==> src/rtl/pwm_servo_bus_master_pkg.sv <==
// Shared definitions for the servo PWM bus master: register offsets within
// a channel block, channel stride, FSM states, bus access type codes and the
// channel base address helper.
package pwm_servo_bus_master_pkg;

  localparam logic [7:0] E_OFS     = 8'd0;
  localparam logic [7:0] T_OFS     = 8'd4;
  localparam logic [7:0] D_OFS     = 8'd8;
  localparam logic [7:0] CH_STRIDE = 8'd12;

  typedef enum logic [2:0] {
    ST_IDLE, ST_WR_DIS, ST_WR_T, ST_WR_D, ST_WR_EN, ST_RD_T, ST_RD_D, ST_DONE
  } state_e;

  typedef enum logic {
    ACC_WR = 1'b0,
    ACC_RD = 1'b1
  } acc_kind_e;

  // ch*12 built from two shifts, added to the block base with 8-bit wrap.
  function automatic logic [7:0] ch_base(input logic [7:0] base, input logic [2:0] ch);
    return base + {2'b00, ch, 3'b000} + {3'b000, ch, 2'b00};
  endfunction

endpackage

==> src/rtl/pwm_servo_bus_master_if.sv <==
// Command + peripheral bus bundle for pwm_servo_bus_master.
//  master: the bus master side (accepts commands, drives cs/wr/rd/addr/d_out)
//  slave : the command source / peripheral side
interface pwm_servo_bus_master_if;
  logic        cmd_valid;
  logic        cmd_ready;
  logic [2:0]  cmd_ch;
  logic        cmd_en;
  logic [31:0] cmd_period;
  logic [31:0] cmd_duty;
  logic        done;
  logic        err;
  logic        cs;
  logic        wr;
  logic        rd;
  logic [7:0]  addr;
  logic [31:0] d_out;
  logic [31:0] d_in;

  modport master (
    input  cmd_valid, cmd_ch, cmd_en, cmd_period, cmd_duty, d_in,
    output cmd_ready, done, err, cs, wr, rd, addr, d_out
  );

  modport slave (
    output cmd_valid, cmd_ch, cmd_en, cmd_period, cmd_duty, d_in,
    input  cmd_ready, done, err, cs, wr, rd, addr, d_out
  );
endinterface

==> src/rtl/pwm_servo_bus_master_access.sv <==
// pwm_bus_access: single bus access engine.
//  start_i  : launch an access this edge (only while idle or when ack_o is high)
//  kind_i   : ACC_WR / ACC_RD
//  addr_i, wdata_i : access address / write data
//  d_in_i   : peripheral read data, captured at the edge ending the rd cycle
//  cs_o/wr_o/rd_o/addr_o/d_out_o : registered bus, high for exactly one cycle
//  rdata_o  : last captured read data
//  ack_o    : high in the last gap cycle, so the next access can start
//             back-to-back with no extra idle cycle
module pwm_bus_access
  import pwm_servo_bus_master_pkg::*;
#(
  parameter int GAP_CYCLES = 1
) (
  input  logic        clk,
  input  logic        rst_n,
  input  logic        start_i,
  input  acc_kind_e   kind_i,
  input  logic [7:0]  addr_i,
  input  logic [31:0] wdata_i,
  input  logic [31:0] d_in_i,
  output logic        cs_o,
  output logic        wr_o,
  output logic        rd_o,
  output logic [7:0]  addr_o,
  output logic [31:0] d_out_o,
  output logic [31:0] rdata_o,
  output logic        ack_o
);

  localparam logic [1:0] GAP_W = 2'(GAP_CYCLES);

  logic        cs_q, wr_q, rd_q;
  logic [7:0]  addr_q;
  logic [31:0] dout_q, rdata_q;
  logic [1:0]  gap_q;

  always_ff @(posedge clk or negedge rst_n) begin
    if (!rst_n) begin
      cs_q    <= 1'b0;
      wr_q    <= 1'b0;
      rd_q    <= 1'b0;
      addr_q  <= 8'h00;
      dout_q  <= 32'h0;
      rdata_q <= 32'h0;
      gap_q   <= 2'd0;
    end else if (start_i) begin
      cs_q   <= 1'b1;
      wr_q   <= (kind_i == ACC_WR);
      rd_q   <= (kind_i == ACC_RD);
      addr_q <= addr_i;
      dout_q <= (kind_i == ACC_WR) ? wdata_i : 32'h0;
      gap_q  <= 2'd0;
    end else if (cs_q) begin
      // Drive cycle ends: drop the bus and start counting idle cycles.
      cs_q   <= 1'b0;
      wr_q   <= 1'b0;
      rd_q   <= 1'b0;
      addr_q <= 8'h00;
      dout_q <= 32'h0;
      gap_q  <= GAP_W;
      if (rd_q) rdata_q <= d_in_i;
    end else if (gap_q != 2'd0) begin
      gap_q <= gap_q - 2'd1;
    end
  end

  assign cs_o    = cs_q;
  assign wr_o    = wr_q;
  assign rd_o    = rd_q;
  assign addr_o  = addr_q;
  assign d_out_o = dout_q;
  assign rdata_o = rdata_q;
  assign ack_o   = (gap_q == 2'd1);

endmodule

==> src/rtl/pwm_servo_bus_master.sv <==
// pwm_servo_bus_master: turns one servo command into the register write
// sequence E=0, T, D, E=en on the 8-channel PWM peripheral.
//  clk, rst_n : clock, async active-low reset
//  bus        : pwm_servo_bus_master_if.master (command handshake, done/err,
//               cs/wr/rd/addr/d_out/d_in peripheral bus)
// Optional feature macro PWM_READBACK_VERIFY_EN: reads T and D back after
// the final enable write and sets sticky err on mismatch. Without it rd is
// never raised and err stays 0.
module pwm_servo_bus_master
  import pwm_servo_bus_master_pkg::*;
#(
  parameter logic [7:0] BASE_ADDR  = 8'h00,
  parameter int         GAP_CYCLES = 1
) (
  input  logic clk,
  input  logic rst_n,
  pwm_servo_bus_master_if.master bus
);

  state_e      state_q, state_d;
  logic [7:0]  chb_q;
  logic        en_q;
  logic [31:0] period_q, duty_q;

  logic        acc_start, acc_ack;
  acc_kind_e   acc_kind;
  logic [7:0]  acc_addr;
  logic [31:0] acc_wdata, acc_rdata;
  logic        accept, cmd_ready, done;

  pwm_bus_access #(.GAP_CYCLES(GAP_CYCLES)) u_acc (
    .clk    (clk),
    .rst_n  (rst_n),
    .start_i(acc_start),
    .kind_i (acc_kind),
    .addr_i (acc_addr),
    .wdata_i(acc_wdata),
    .d_in_i (bus.d_in),
    .cs_o   (bus.cs),
    .wr_o   (bus.wr),
    .rd_o   (bus.rd),
    .addr_o (bus.addr),
    .d_out_o(bus.d_out),
    .rdata_o(acc_rdata),
    .ack_o  (acc_ack)
  );

`ifdef PWM_READBACK_VERIFY_EN
  logic chk_t, chk_d;
`endif

  // Each access state covers its drive cycle plus gap; the next access is
  // launched on the ack cycle so accesses run back-to-back.
  always_comb begin
    state_d   = state_q;
    acc_start = 1'b0;
    acc_kind  = ACC_WR;
    acc_addr  = 8'h00;
    acc_wdata = 32'h0;
    cmd_ready = 1'b0;
    done      = 1'b0;
    accept    = 1'b0;
`ifdef PWM_READBACK_VERIFY_EN
    chk_t     = 1'b0;
    chk_d     = 1'b0;
`endif
    case (state_q)
      // DONE behaves like IDLE for acceptance so a new command can start in
      // the same cycle the done pulse is shown.
      ST_IDLE, ST_DONE: begin
        cmd_ready = 1'b1;
        done      = (state_q == ST_DONE);
        state_d   = ST_IDLE;
        if (bus.cmd_valid) begin
          accept    = 1'b1;
          acc_start = 1'b1;
          acc_addr  = ch_base(BASE_ADDR, bus.cmd_ch) + E_OFS;
          state_d   = ST_WR_DIS;
        end
      end
      ST_WR_DIS: if (acc_ack) begin
        acc_start = 1'b1;
        acc_addr  = chb_q + T_OFS;
        acc_wdata = period_q;
        state_d   = ST_WR_T;
      end
      ST_WR_T: if (acc_ack) begin
        acc_start = 1'b1;
        acc_addr  = chb_q + D_OFS;
        acc_wdata = duty_q;
        state_d   = ST_WR_D;
      end
      ST_WR_D: if (acc_ack) begin
        acc_start = 1'b1;
        acc_addr  = chb_q + E_OFS;
        acc_wdata = {31'b0, en_q};
        state_d   = ST_WR_EN;
      end
      ST_WR_EN: if (acc_ack) begin
`ifdef PWM_READBACK_VERIFY_EN
        acc_start = 1'b1;
        acc_kind  = ACC_RD;
        acc_addr  = chb_q + T_OFS;
        state_d   = ST_RD_T;
`else
        state_d   = ST_DONE;
`endif
      end
`ifdef PWM_READBACK_VERIFY_EN
      ST_RD_T: if (acc_ack) begin
        chk_t     = 1'b1;
        acc_start = 1'b1;
        acc_kind  = ACC_RD;
        acc_addr  = chb_q + D_OFS;
        state_d   = ST_RD_D;
      end
      ST_RD_D: if (acc_ack) begin
        chk_d   = 1'b1;
        state_d = ST_DONE;
      end
`endif
      default: state_d = ST_IDLE;
    endcase
  end

  always_ff @(posedge clk or negedge rst_n) begin
    if (!rst_n) begin
      state_q  <= ST_IDLE;
      chb_q    <= 8'h00;
      en_q     <= 1'b0;
      period_q <= 32'h0;
      duty_q   <= 32'h0;
    end else begin
      state_q <= state_d;
      if (accept) begin
        chb_q    <= ch_base(BASE_ADDR, bus.cmd_ch);
        en_q     <= bus.cmd_en & (bus.cmd_period != 32'h0);
        period_q <= bus.cmd_period;
        duty_q   <= (bus.cmd_duty > bus.cmd_period) ? bus.cmd_period : bus.cmd_duty;
      end
    end
  end

`ifdef PWM_READBACK_VERIFY_EN
  logic err_q;
  always_ff @(posedge clk or negedge rst_n) begin
    if (!rst_n)
      err_q <= 1'b0;
    else if (accept)
      err_q <= 1'b0;
    else if ((chk_t && acc_rdata != period_q) || (chk_d && acc_rdata != duty_q))
      err_q <= 1'b1;
  end
  assign bus.err = err_q;
`else
  logic unused_rdata;
  assign unused_rdata = ^acc_rdata;
  assign bus.err      = 1'b0;
`endif

  assign bus.cmd_ready = cmd_ready;
  assign bus.done      = done;

endmodule

==> src/flat_wrapper.sv <==
// flat-port wrapper written by rule: the top's interface ports become plain ports
module pwm_servo_bus_master_flat import pwm_servo_bus_master_pkg::*;
#(
  parameter logic [7:0] BASE_ADDR  = 8'h00,
  parameter int         GAP_CYCLES = 1
)
  (clk, rst_n, bus_cmd_valid, bus_cmd_ch, bus_cmd_en, bus_cmd_period, bus_cmd_duty, bus_d_in, bus_cmd_ready, bus_done, bus_err, bus_cs, bus_wr, bus_rd, bus_addr, bus_d_out);
  pwm_servo_bus_master_if bus_i ();
  input  logic clk;
  input  logic rst_n;
  input wire logic [$bits(bus_i.cmd_valid)-1:0] bus_cmd_valid;
  input wire logic [$bits(bus_i.cmd_ch)-1:0] bus_cmd_ch;
  input wire logic [$bits(bus_i.cmd_en)-1:0] bus_cmd_en;
  input wire logic [$bits(bus_i.cmd_period)-1:0] bus_cmd_period;
  input wire logic [$bits(bus_i.cmd_duty)-1:0] bus_cmd_duty;
  input wire logic [$bits(bus_i.d_in)-1:0] bus_d_in;
  output wire logic [$bits(bus_i.cmd_ready)-1:0] bus_cmd_ready;
  output wire logic [$bits(bus_i.done)-1:0] bus_done;
  output wire logic [$bits(bus_i.err)-1:0] bus_err;
  output wire logic [$bits(bus_i.cs)-1:0] bus_cs;
  output wire logic [$bits(bus_i.wr)-1:0] bus_wr;
  output wire logic [$bits(bus_i.rd)-1:0] bus_rd;
  output wire logic [$bits(bus_i.addr)-1:0] bus_addr;
  output wire logic [$bits(bus_i.d_out)-1:0] bus_d_out;
  assign bus_i.cmd_valid = bus_cmd_valid;
  assign bus_i.cmd_ch = bus_cmd_ch;
  assign bus_i.cmd_en = bus_cmd_en;
  assign bus_i.cmd_period = bus_cmd_period;
  assign bus_i.cmd_duty = bus_cmd_duty;
  assign bus_i.d_in = bus_d_in;
  assign bus_cmd_ready = bus_i.cmd_ready;
  assign bus_done = bus_i.done;
  assign bus_err = bus_i.err;
  assign bus_cs = bus_i.cs;
  assign bus_wr = bus_i.wr;
  assign bus_rd = bus_i.rd;
  assign bus_addr = bus_i.addr;
  assign bus_d_out = bus_i.d_out;
  pwm_servo_bus_master #(.BASE_ADDR(BASE_ADDR), .GAP_CYCLES(GAP_CYCLES)) u_core (.clk(clk), .rst_n(rst_n), .bus(bus_i));
endmodule
==> config.mk <==
export PLATFORM = sky130hd
export DESIGN_NAME = pwm_servo_bus_master_flat
export DESIGN_NICKNAME = d
export VERILOG_FILES = /design/src/rtl/pwm_servo_bus_master_pkg.sv /design/src/rtl/pwm_servo_bus_master_if.sv /design/src/rtl/pwm_servo_bus_master_access.sv /design/src/rtl/pwm_servo_bus_master.sv /design/src/flat_wrapper.sv
export SDC_FILE = /design/constraint.sdc
export NUM_CORES = 1
export LEC_CHECK = 0
export CELL_PAD_IN_SITES_DETAIL_PLACEMENT = 1
export CELL_PAD_IN_SITES_GLOBAL_PLACEMENT = 1
export CORE_UTILIZATION = 25
export CTS_CLUSTER_DIAMETER = 80
export DETAILED_ROUTE_END_ITERATION = 8
export GPL_TIMING_DRIVEN = 0
export PLACE_DENSITY_LB_ADDON = 0.1
export REMOVE_ABC_BUFFERS = 1
export SLEW_MARGIN = 20
export SYNTH_ARGS = -nofsm -noshare
export SYNTH_HDL_FRONTEND = slang
export SYNTH_SLANG_ARGS = --single-unit
==> constraint.sdc <==
create_clock -name clk -period 5.7 [get_ports clk]
set_input_delay 1.71 -clock clk [delete_from_list [all_inputs] [get_ports clk]]
set_output_delay 1.71 -clock clk [all_outputs]
set_load 0.01 [all_outputs]
; Yosys cells after proc, flatten, opt, wreduce, memory -nomap -nowiden
; Index checks and enable logic that the tools add are counted.
[op_classes]
n_lt_le_gt_ge = 1
n_reduce_logical = 8
muxes = 33
bitwise = 1
eq_ne = 10
addsub = 4
[ops]
columns = operator, count
row1 = $mux W32, 5
row2 = $pmux W32 S3, 1
row3 = $mux W8, 6
row4 = $gt A32 B32 Y1, 1
row5 = $pmux W8 S4, 1
row6 = $reduce_bool A32 Y1, 1
row7 = $pmux W3 S5, 1
row8 = $mux W3, 4
row9 = $mux W1, 11
row10 = $add A8 B3 Y8 const B, 1
row11 = $add A8 B4 Y8 const B, 1
row12 = $ne A2 B1 Y1 const B, 4
row13 = $add A6 B5 Y7, 1
row14 = $eq A3 B2 Y1 const B, 2
row15 = $eq A3 B3 Y1 const B, 2
row16 = $mux W2, 3
row17 = $reduce_and A4 Y1, 1
row18 = $reduce_bool A2 Y1, 2
row19 = $eq A3 B1 Y1 const B, 1
row20 = $logic_not A3 Y1, 1
row21 = $reduce_bool A3 Y1, 1
row22 = $reduce_or A3 Y1, 1
row23 = $eq A2 B1 Y1 const B, 1
row24 = $pmux W1 S2, 1
row25 = other kinds (3), 3
[totals]
output_inout_bits = 46
regBits = 121
elab_cells = 68
in_bits = 103

; Depth between registers and ports, before layout
[depth]
word_depth = 4
mapped_depth = 11
ltp_nobuf = 8

; By module
; Synthesis repeated with hierarchy kept, for this count alone.
[hier_totals]
hier_cells = 761
area_unflattened_um2 = 7723.7
[by_module_without_submodules]
columns = mod, area_per_inst_um2, cells_per_inst, n_inst, seq_area_each_um2
row1 = pwm_servo_bus_master, 4784.6, 586, 1, 1826.8
row2 = pwm_bus_access, 2939.1, 175, 1, 1926.8

; Worst setup path after synthesis
; Ideal clock, no wire load.
[synth_timing]
path_type = input to register
from = input port bus_cmd_period[7]
to = register u_core.duty_q[10]
required_ns = 5.574
n_path_buf = 1
setup_time_ns = 0.126
setup_slack_ns = 2.286
stages = 9
arrival_time_ns = 3.288
path_cell_list = inv_1 ha_1 a21oi_1 o21ai_1 a221o_1 o31a_1 buf_2 o21ai_0 a21oi_1
[synth_via]
elab_chain_len = 2
[synth_rtl]
columns = element, line_no
row1 = start: declaration, flat_wrapper.sv:14  ; input wire logic [$bits(bus_i.cmd_period)-1:0] bus_cmd_period;
row2 = $gt A32 B32 Y1, pwm_servo_bus_master.sv:139  ; duty_q <= (bus.cmd_duty > bus.cmd_period) ? bus.cmd_period : bus.cmd_duty;
row3 = $mux W32, pwm_servo_bus_master.sv:139
row4 = end signal: assignment, pwm_servo_bus_master.sv:139
row5 = end: declaration, pwm_servo_bus_master.sv:23  ; logic [31:0] period_q, duty_q;
; No other way between the ends.
; A chain may end at the register's enable or synchronous reset.

; Worst setup path after layout
[layout_timing]
from = input port bus_cmd_period[31]
to = register u_core.duty_q[24]
; The elaborated chain is that of the path after synthesis.

==> qor.yml <==
sta:
  holdWs_ns: 0.476
  setup_viol: 0
  fin_crit_sh: 0.750
  slew_viol_final: 0
  fin_worst_skew_ns: 0.00687
  rsz0062_at_grt: "no"
  slew_headroom: 0.332
  worst_pin_slew_ns: 1.00
  hold_viol: 0
  fmax_ghz: 0.234
  layout_setup_ws_ns: 1.42
  setup_tns_ns: 0
  fin_crit_ns: 4.28
global_route:
  grt_use_total: 0.184
  gr-total-overflow: 0
  grt_pass1_wl_mm: 33.9
  antenna_found_initial: 2
  grt_max_degree: 72
  grt_pass1_vias: 5988
logic_synthesis:
  ys_ff_latch: 115
  synth.top_cell.area_share: 0.477
  ys_top_cells_by_area: "dfrtp_1, ha_1, o21ai_0"
  synth_cell_types: 49
  avgSynthCellArea_um2: 9.14
  async_flop_share: 1.00
  synthCells: 660
  ys_warn_count: 0
  yosys.area.top_type: "dfrtp_1"
  ys.flop_type: "dfrtp_1"
  syn_area_um2: 6030
  synth_edf_count: 0
  synth_seq_area_share: 0.477
detailed_routing:
  firstDrtPassIters: 5
  vias_per_cell: 4.96
  vias: 5412
  remaining_drc_errors: 0
  drt_iter0_drc: 213
  wl_mm: 21.3
  postRouteAntennaNets: 0
  wl_per_cell_um: 19.5
setup_path:
  crit_required_ns: 6.04
  rr_worst_depth: 8
  worstSetupEndpointType: "flip-flop"
  r2r_slack_ns: 2.91
  path_max_fanout: 22
  cp-start-kind: "primary input"
  r2r_end: "u_core.u_acc.addr_o[6]$_DFFE_PN0P_"
  path_class: "in -> reg"
  critPathArrivalTime_ns: 4.62
  r2r-start: "u_core.u_acc.gap_q[1]$_DFFE_PN0P_"
clock_tree:
  clk_path_buf_depth: 2
  post-cts-setup-buffers: 0
  htree_num_levels: 4
  root_buffer: "clkbuf_16"
  path_clk_slew_ns: 0.06
  cts_made_buffers: 17
  ctsResizeCount: 0
  cts_tree: "done"
  clkSinkCount: 115
  hold_buffers: 0
  clkLatencyLatePin_ns: 0.42
hold_path:
  hold_path.class: "reg -> reg"
  min_from: "u_core.u_acc.d_out_o[5]$_DFFE_PN0P_"
  hold_path_depth: 2
  whs_endpoint: "u_core.u_acc.d_out_o[5]$_DFFE_PN0P_"
run_status:
  status: "finished clean"
final_layout:
  post_route_cells_drive_above_1_share: 0.0752
  nets: 901
  fillerInstances: 2693
  area_growth_syn_to_layout_pct: 37.6
  design_area_um2: 8300
placed_design:
  gp_congestion: 0.719
  port_buffers: 112
  place_ws_ns: 0.978
  dp_hpwl_mm: 14.8
  placed_area_um2: 7610
power:
  peakVddDrop_uv: 196
  p_leak_nw: 3.65
  power.density_nw_per_um2: 504
die:
  io_pins: 149
  die_w_um: 157
  row_count: 56
  start_util: 0.256
  dieArea_um2: 24800
  coreArea_um2: 23500
  die_h_um: 157
run:
  cap_violations: 0
-- through the flow --
stage,total power (W),util,std cells
after global routing,0.00449,0.353,1091
after CTS,0.00424,0.353,1090
final,0.00419,0.353,1091
after global placement,0.00278,0.311,1046
after floorplan,0.00217,-,615
after detailed placement,0.00296,0.323,1058
-- cell type report --
class                      count  area [µm²]  area share
timing repair buffer         124        1360       0.164
antenna                        1        2.50    0.000301
clock inverter                 9         198      0.0238
inverter                      52         195      0.0235
tap                          319         399      0.0481
sequential                   115        2880       0.347
multi-input combinational    448        2780       0.335
clock buffer                  23         488      0.0588
-- metal layers --
metal | up-vias | wire [µm] | share of wire | GRT usage
li1 | 2547 | - | - | -
met1 | 2705 | 9620 | 0.45 | 0.235
met2 | 127 | 10200 | 0.48 | 0.305
met3 | 31 | 937 | 0.044 | 0.0325
met4 | 2 | 454 | 0.021 | 0.0767
met5 | - | 13 | 0.00061 | 0
-- critical path, cell delays in order --
cell and delay, ns:
clkdlybuf4s50_1 0.53, inv_1 0.08, ha_1 0.33, nand4_1 0.21
nor4_1 0.62, and2b_1 0.27, o31a_2 0.36, buf_16 0.22
o21ai_0 0.11, a21oi_1 0.17
-- worst max path at each step --
stage,start,endpoint,slack (ns)
floorplan,bus_cmd_period[21],u_core.duty_q[0]$_DFFE_PN0P_,1.53
global placement,rst_n,u_core.u_acc.addr_o[6]$_DFFE_PN0P_,-1.96
detailed placement,bus_cmd_period[31],u_core.duty_q[24]$_DFFE_PN0P_,0.98
CTS,bus_cmd_period[31],u_core.duty_q[13]$_DFFE_PN0P_,1.39
global route,bus_cmd_period[5],u_core.duty_q[24]$_DFFE_PN0P_,1.29
finish,bus_cmd_period[31],u_core.duty_q[24]$_DFFE_PN0P_,1.42
-- synth_stat cells, types with 5 or more instances --
master / number
a31oi_1: 33
buf_2: 19
o21ai_0: 89
nor2b_1: 6
dfrtp_1: 115
nor2_1: 40
a222oi_1: 16
nand4_1: 11
inv_1: 52
ha_1: 39
a21oi_1: 49
nand3_1: 7
clkbuf_1: 22
nor4_1: 10
a22oi_1: 16
a221o_1: 5
nand2_1: 84
-- cells in the final DEF, fill, tap and decap left out, types with 17 or more instances in the layout --
master,synthesis,final
inv_1,52,52
clkdlybuf4s50_1,0,111
clkbuf_16,0,17
a21oi_1,49,49
ha_1,39,39
nand2_1,84,83
nor2_1,40,39
o21ai_0,89,89
a31oi_1,33,33
dfrtp_1,115,115
-- cell families after synthesis --
family / after synthesis / share of synthesized area
simple gates: 169 / 0.123
buf+inv: 100 / 0.0711
mux: 2 / 0.00332
other cells: 1 / 0.000622
fa+ha+maj: 40 / 0.0842
flops: 115 / 0.477
xor+xnor: 3 / 0.00436
compound gates: 230 / 0.236
-- where the power goes --
| group | switching [W] | internal (W) |
|---|---|---|
| logic | 0.000878 | 0.000662 |
| registers | 0.000232 | 0.00115 |
| clock network | 0.000396 | 0.000865 |
| total | 0.00151 | 0.00268 |
-- registers in the layout, indices dropped and copies added, names as in the netlist --
signal                count
u_core.chb_q              5
u_core.duty_q            32
u_core.en_q               1
u_core.period_q          32
u_core.state_q            3
u_core.u_acc.addr_o       6
u_core.u_acc.cs_o         1
u_core.u_acc.d_out_o     32
u_core.u_acc.gap_q        2
u_core.u_acc.wr_o         1
No activity file was read; power rests on OpenSTA's default activity.
